--- config.mk ---
export PLATFORM = sky130hd
export DESIGN_NAME = apb_arb_master
export DESIGN_NICKNAME = d
export VERILOG_FILES = /design/src/rtl/apb_ctrl_pkg.sv /design/src/rtl/apb_rr_arbiter.sv /design/src/rtl/apb_arb_master.sv
export SDC_FILE = /design/constraint.sdc
export NUM_CORES = 1
export LEC_CHECK = 0
export CORE_ASPECT_RATIO = 1.4
export CORE_UTILIZATION = 40
export DETAILED_ROUTE_END_ITERATION = 6
export GPL_TIMING_DRIVEN = 0
export HOLD_SLACK_MARGIN = 0.1
export PLACE_DENSITY = 0.79
export SLEW_MARGIN = 40
export SYNTH_ARGS = -nofsm -noshare
export SYNTH_HDL_FRONTEND = slang
export SYNTH_SLANG_ARGS = --single-unit
--- constraint.sdc ---
create_clock -name pclk -period 3.75 [get_ports pclk]
set_input_delay 0.75 -clock pclk [delete_from_list [all_inputs] [get_ports pclk]]
set_output_delay 0.75 -clock pclk [all_outputs]
set_load 0.005 [all_outputs]
--- src/rtl/apb_ctrl_pkg.sv ---
// Shared types and widths for the two-requester APB master.
package apb_ctrl_pkg;

  localparam int ADDR_W  = 32;
  localparam int DATA_W  = 32;
  localparam int NUM_REQ = 2;

  typedef enum logic [1:0] {
    ST_IDLE   = 2'd0,
    ST_SETUP  = 2'd1,
    ST_ACCESS = 2'd2
  } apb_state_e;

  typedef struct packed {
    logic              write;
    logic [ADDR_W-1:0] addr;
    logic [DATA_W-1:0] wdata;
  } apb_cmd_t;

endpackage

--- src/rtl/apb_rr_arbiter.sv ---
// Two-way round-robin arbiter: one-hot grant, priority flips to the other
// requester each time a grant is taken.
module apb_rr_arbiter
  import apb_ctrl_pkg::*;
(
  input  logic               pclk,
  input  logic               rst_n,
  input  logic [NUM_REQ-1:0] req,
  input  logic               advance,
  output logic [NUM_REQ-1:0] grant
);

  logic prio;  // 1: requester 1 is looked at first

  // NOTE: every combinational output gets a default first so no latch is inferred.
  always_comb begin
    grant = '0;
    if (prio) begin
      if (req[1])      grant = 2'b10;
      else if (req[0]) grant = 2'b01;
    end else begin
      if (req[0])      grant = 2'b01;
      else if (req[1]) grant = 2'b10;
    end
  end

  // NOTE: sequential state uses non-blocking assignments only.
  always_ff @(posedge pclk or negedge rst_n) begin
    if (!rst_n)                 prio <= 1'b0;
    else if (advance && |grant) prio <= grant[0];
  end

endmodule

--- src/rtl/apb_arb_master.sv ---
// APB master shared by two requesters: round-robin grant in IDLE, then a
// SETUP/ACCESS transfer with a bounded wait on pready.
module apb_arb_master
  import apb_ctrl_pkg::*;
#(
  parameter int TIMEOUT_CYCLES = 16
) (
  input  logic               pclk,
  input  logic               rst_n,
  input  logic [NUM_REQ-1:0] req_valid,
  output logic [NUM_REQ-1:0] req_ready,
  input  logic [NUM_REQ-1:0] req_write,
  input  logic [ADDR_W-1:0]  req_addr0,
  input  logic [ADDR_W-1:0]  req_addr1,
  input  logic [DATA_W-1:0]  req_wdata0,
  input  logic [DATA_W-1:0]  req_wdata1,
  output logic [NUM_REQ-1:0] rsp_valid,
  output logic [DATA_W-1:0]  rsp_rdata,
  output logic               rsp_err,
  output logic               psel,
  output logic               penable,
  output logic               pwrite,
  output logic [ADDR_W-1:0]  paddr,
  output logic [DATA_W-1:0]  pwdata,
  input  logic [DATA_W-1:0]  prdata,
  input  logic               pready,
  input  logic               pslaverr
);

  localparam logic [7:0] TO_LAST = 8'(TIMEOUT_CYCLES - 1);

  apb_state_e         state, state_next;
  apb_cmd_t           cmd;
  logic [NUM_REQ-1:0] grant, win_oh;
  logic [7:0]         to_cnt;
  logic               take, done_ok, done_to;

  apb_rr_arbiter u_arb (
    .pclk    (pclk),
    .rst_n   (rst_n),
    .req     (req_valid),
    .advance (take),
    .grant   (grant)
  );

  assign take    = (state == ST_IDLE) && (|grant);
  assign done_ok = (state == ST_ACCESS) && pready;
  assign done_to = (state == ST_ACCESS) && !pready && (to_cnt == TO_LAST);

  always_ff @(posedge pclk or negedge rst_n) begin
    if (!rst_n) state <= ST_IDLE;
    else        state <= state_next;
  end

  always_comb begin
    state_next = state;
    case (state)
      ST_IDLE:   if (take) state_next = ST_SETUP;
      ST_SETUP:  state_next = ST_ACCESS;
      ST_ACCESS: if (done_ok || done_to) state_next = ST_IDLE;
      default:   state_next = ST_IDLE;
    endcase
  end

  // req_ready is gated by rst_n so a held request cannot show a grant during reset.
  always_comb begin
    req_ready = '0;
    psel      = 1'b0;
    penable   = 1'b0;
    case (state)
      ST_IDLE:   if (rst_n) req_ready = grant;
      ST_SETUP:  psel = 1'b1;
      ST_ACCESS: begin
        psel    = 1'b1;
        penable = 1'b1;
      end
      default: ;
    endcase
  end

  always_ff @(posedge pclk or negedge rst_n) begin
    if (!rst_n) begin
      cmd       <= '0;
      win_oh    <= '0;
      to_cnt    <= '0;
      rsp_valid <= '0;
      rsp_rdata <= '0;
      rsp_err   <= 1'b0;
    end else begin
      rsp_valid <= '0;
      if (take) begin
        cmd.write <= |(req_write & grant);
        cmd.addr  <= grant[1] ? req_addr1  : req_addr0;
        cmd.wdata <= grant[1] ? req_wdata1 : req_wdata0;
        win_oh    <= grant;
        to_cnt    <= '0;
      end else if ((state == ST_ACCESS) && !pready) begin
        to_cnt <= to_cnt + 8'd1;
      end
      // pready is checked first so it wins a tie with the timeout.
      if (done_ok) begin
        rsp_valid <= win_oh;
        rsp_err   <= pslaverr;
        rsp_rdata <= cmd.write ? '0 : prdata;
      end else if (done_to) begin
        rsp_valid <= win_oh;
        rsp_err   <= 1'b1;
        rsp_rdata <= '0;
      end
    end
  end

  assign pwrite = cmd.write;
  assign paddr  = cmd.addr;
  assign pwdata = cmd.wdata;

endmodule

==> impl_metrics.json <==
{
  "outcome": "finished clean",
  "hpwlAfterDp_um": 14910,
  "worst-path-stages": 6,
  "finalClockSkew_ns": 0.01289,
  "r2r-start": "state[0]",
  "maxCapViolCount": 0,
  "die_w_um": 101.8,
  "yosysMostFrequentCell": "dfrtp_1",
  "grt_overflow": 0,
  "portBuffers": 270,
  "whs_ns": 0.3496,
  "max_stage_delay_ns": 0.56,
  "yosys.area.top_type": "dfrtp_1",
  "path_delay_family": "buffers and inverters",
  "wl_per_cell_um": 18.34,
  "ys_seq_elements": 112,
  "r2r_setup_slack_ns": 1.78,
  "p_leak_nw": 3.381,
  "crit_required_ns": 3.00,
  "crit_type": "input pin to primary output",
  "cts_setup_buffers": 0,
  "final-hold-violation-count": 0,
  "ioPinCount": 272,
  "final_nets": 1024,
  "setup_viol_count_final": 0,
  "power_density_nw_per_um2": 654.5,
  "grt_pass1_vias": 5819,
  "placed_cell_area_um2": 8534,
  "grt_max_degree": 74,
  "cts-root-buf": "clkbuf_16",
  "worstReg2RegEnd": "pwdata[2]",
  "antenna_found_initial": 0,
  "rsz0062_at_grt": "false",
  "postSynthNetCount": 742,
  "htreeDepth": 3,
  "critPathMaxFanout": 10,
  "crit_chain": "clkdlybuf4s50_1, nor2b_4, clkbuf_1, nor3b_1, and2_1, clkdlybuf4s50_1",
  "ctsHoldBuffers": 0,
  "async_reset_ff_frac": 1.000,
  "met1_usage": 0.2671,
  "startpoint": "req_valid[0]",
  "worst-path-buf-inv": 3,
  "cts.sinks": 112,
  "fin_crit_sh": 0.9641,
  "grt_util_all_layers": 0.2609,
  "drv_slew": 0,
  "antenna_left": 0,
  "rr_worst_depth": 8,
  "synthFlopType": "dfrtp_1",
  "busiest_layer": "met2",
  "ys_warn_count": 0,
  "synth_top_area_frac": 0.5024,
  "crit_path_top_delay_cell": "clkdlybuf4s50_1",
  "vias": 5635,
  "cts_buffer_depth": 2,
  "netlist_area_um2": 5579,
  "cts-resized-gates": 0,
  "firstDrtPassIters": 5,
  "drcViolationCount": 0,
  "ys_types": 42,
  "start_util": 0.4129,
  "num-fill-cells": 1119,
  "die-area_um2": 14430,
  "slew_headroom": 0.6300,
  "layout-drive-gt1-share": 0.06534,
  "grt_pass1_wl_um": 29020,
  "worst_setup_path_start_kind": "input pin",
  "ir_worst_vdd_v": 0.0003588,
  "use_met2": 0.4740,
  "worst_pin_slew_ns": 0.5550,
  "syn_to_final_growth_pct": 58.17,
  "rows": 50,
  "synthCells": 570,
  "avgSynthCellArea_um2": 9.788,
  "grt_use_met3": 0.08768,
  "final_area_um2": 8825,
  "endpoint_kind": "primary output",
  "viasPerCell": 5.423,
  "clk_pin_slew_ns": 0.08,
  "synth_area_leaders": "dfrtp_1 (50%), nand3b_1 (8.7%), a31oi_1 (7.4%), o21ai_0 (4.8%), nor3b_1 (4.6%)",
  "fmax_mhz": 276.6,
  "cp_common_cell": "clkdlybuf4s50_1",
  "drtIter0Drc": 180,
  "finalCriticalPeriod_ns": 3.615,
  "clock_latency_ns": 0.35,
  "place_congestion": 0.9128,
  "diodes": 0,
  "die_h_um": 141.7,
  "arrival_ns": 2.87,
  "wl_um": 19060,
  "crit_path_end": "req_ready[1]",
  "synth_edf_count": 0,
  "netlist_top_cells_count": "dfrtp_1 (112), nor2_1 (67), a31oi_1 (66)",
  "numCtsBuffers": 9,
  "coreArea_um2": 13510,
  "hp-class": "input pin to async pin",
  "ys_seq_area_frac": 0.5024,
  "cts_tree": "yes"
}
-- routing by layer --
metal,part of all wire,vias to the layer above
met4,0.034,0
met5,0,-
met1,0.35,2677
met2,0.52,278
li1,-,2644
met3,0.097,36
-- power breakdown --
group          switching [mW]  leakage, nW  internal [mW]
Combinational            1.21         1.90           1.57
Clock                   0.459        0.140          0.479
Sequential              0.321         1.34           1.73
Total                    1.99         3.38           3.78
-- how the worst min path moves through the flow --
stage / cells past startpoint / endpoint / slack, ns
3_3_place_gp: 1 / rsp_rdata[17] / 0.48
5_1_grt: 1 / rsp_rdata[26] / 0.39
6_report: 1 / rsp_rdata[25] / 0.35
2_1_floorplan: 0 / paddr[0] / 0.45
3_5_place_dp: 1 / rsp_rdata[21] / 0.49
4_1_cts: 1 / rsp_rdata[25] / 0.38
-- state kept, by name (all words and copies together), names as in the netlist --
name / flops
paddr: 32
pwdata: 32
rsp_rdata: 32
to_cnt: 8
rsp_valid: 2
state: 2
win_oh: 2
pwrite: 1
rsp_err: 1
-- placed cells by master, fill, tap and decap left out, drive strengths merged --
| cell | synthesis | layout |
|---|---|---|
| a21oi | 8 | 8 |
| ha | 4 | 4 |
| nand3b | 65 | 65 |
| o211ai | 4 | 4 |
| or4 | 2 | 2 |
| mux2i | 2 | 2 |
| xor2 | 1 | 1 |
| nand2b | 4 | 4 |
| a31oi | 66 | 66 |
| o31ai | 1 | 1 |
| or3 | 1 | 1 |
| o21ai | 69 | 69 |
| nor2 | 67 | 67 |
| a21boi | 2 | 2 |
| o21a | 1 | 1 |
| clkdlybuf4s50 | 0 | 269 |
| nand4b | 1 | 1 |
| and2b | 1 | 1 |
| inv | 4 | 6 |
| nand3 | 6 | 6 |
| nand4 | 1 | 1 |
| a31o | 32 | 32 |
| clkinvlp | 0 | 1 |
| buf | 25 | 27 |
| clkinv | 0 | 3 |
| nor3b | 34 | 34 |
| nor4 | 3 | 3 |
| nor2b | 1 | 1 |
| nand2 | 9 | 9 |
| or2 | 1 | 1 |
| and3 | 1 | 1 |
| and4bb | 1 | 1 |
| or3b | 2 | 2 |
| xnor2 | 1 | 1 |
| dfrtp | 112 | 112 |
| and2 | 2 | 2 |
| clkbuf | 36 | 46 |
-- cell families after synthesis --
family / after synthesis / share of synthesized area
AND/OR/NAND/NOR: 202 / 0.2227
XOR/XNOR: 2 / 0.003140
flip-flops: 112 / 0.5024
multiplexers: 2 / 0.003588
buffers and inverters: 65 / 0.05517
adder cells (fa/ha/maj): 4 / 0.008971
AO/OA/AOI/OAI: 183 / 0.2041
-- through the flow --
stage | setup slack [ns] | power (mW) | instances | util | setup TNS, ns
floorplan | 1.525 | 3.205 | 570 | - | 0
CTS | 0.1253 | 5.815 | 1039 | 0.6531 | 0
finish | 0.1347 | 5.776 | 1039 | 0.6531 | 0
detailed placement | 0.1433 | 4.865 | 1023 | 0.6316 | 0
global route | 0.01322 | 6.152 | 1039 | 0.6531 | 0
global placement | -2.908 | 4.781 | 1022 | 0.6297 | -268.69
-- area by class of cell --
class,instances,area [um^2],share of cell area
inverters,4,15.01,0.001701
plain buffers,61,292.8,0.03318
multi-input cells,393,2469,0.2797
well taps,182,227.7,0.02580
clock inverters,6,51.30,0.005813
repair buffers,271,2728,0.3091
clock buffers,10,239.0,0.02708
flip-flops and latches,112,2803,0.3176
(Power assumes the default switching activity.)
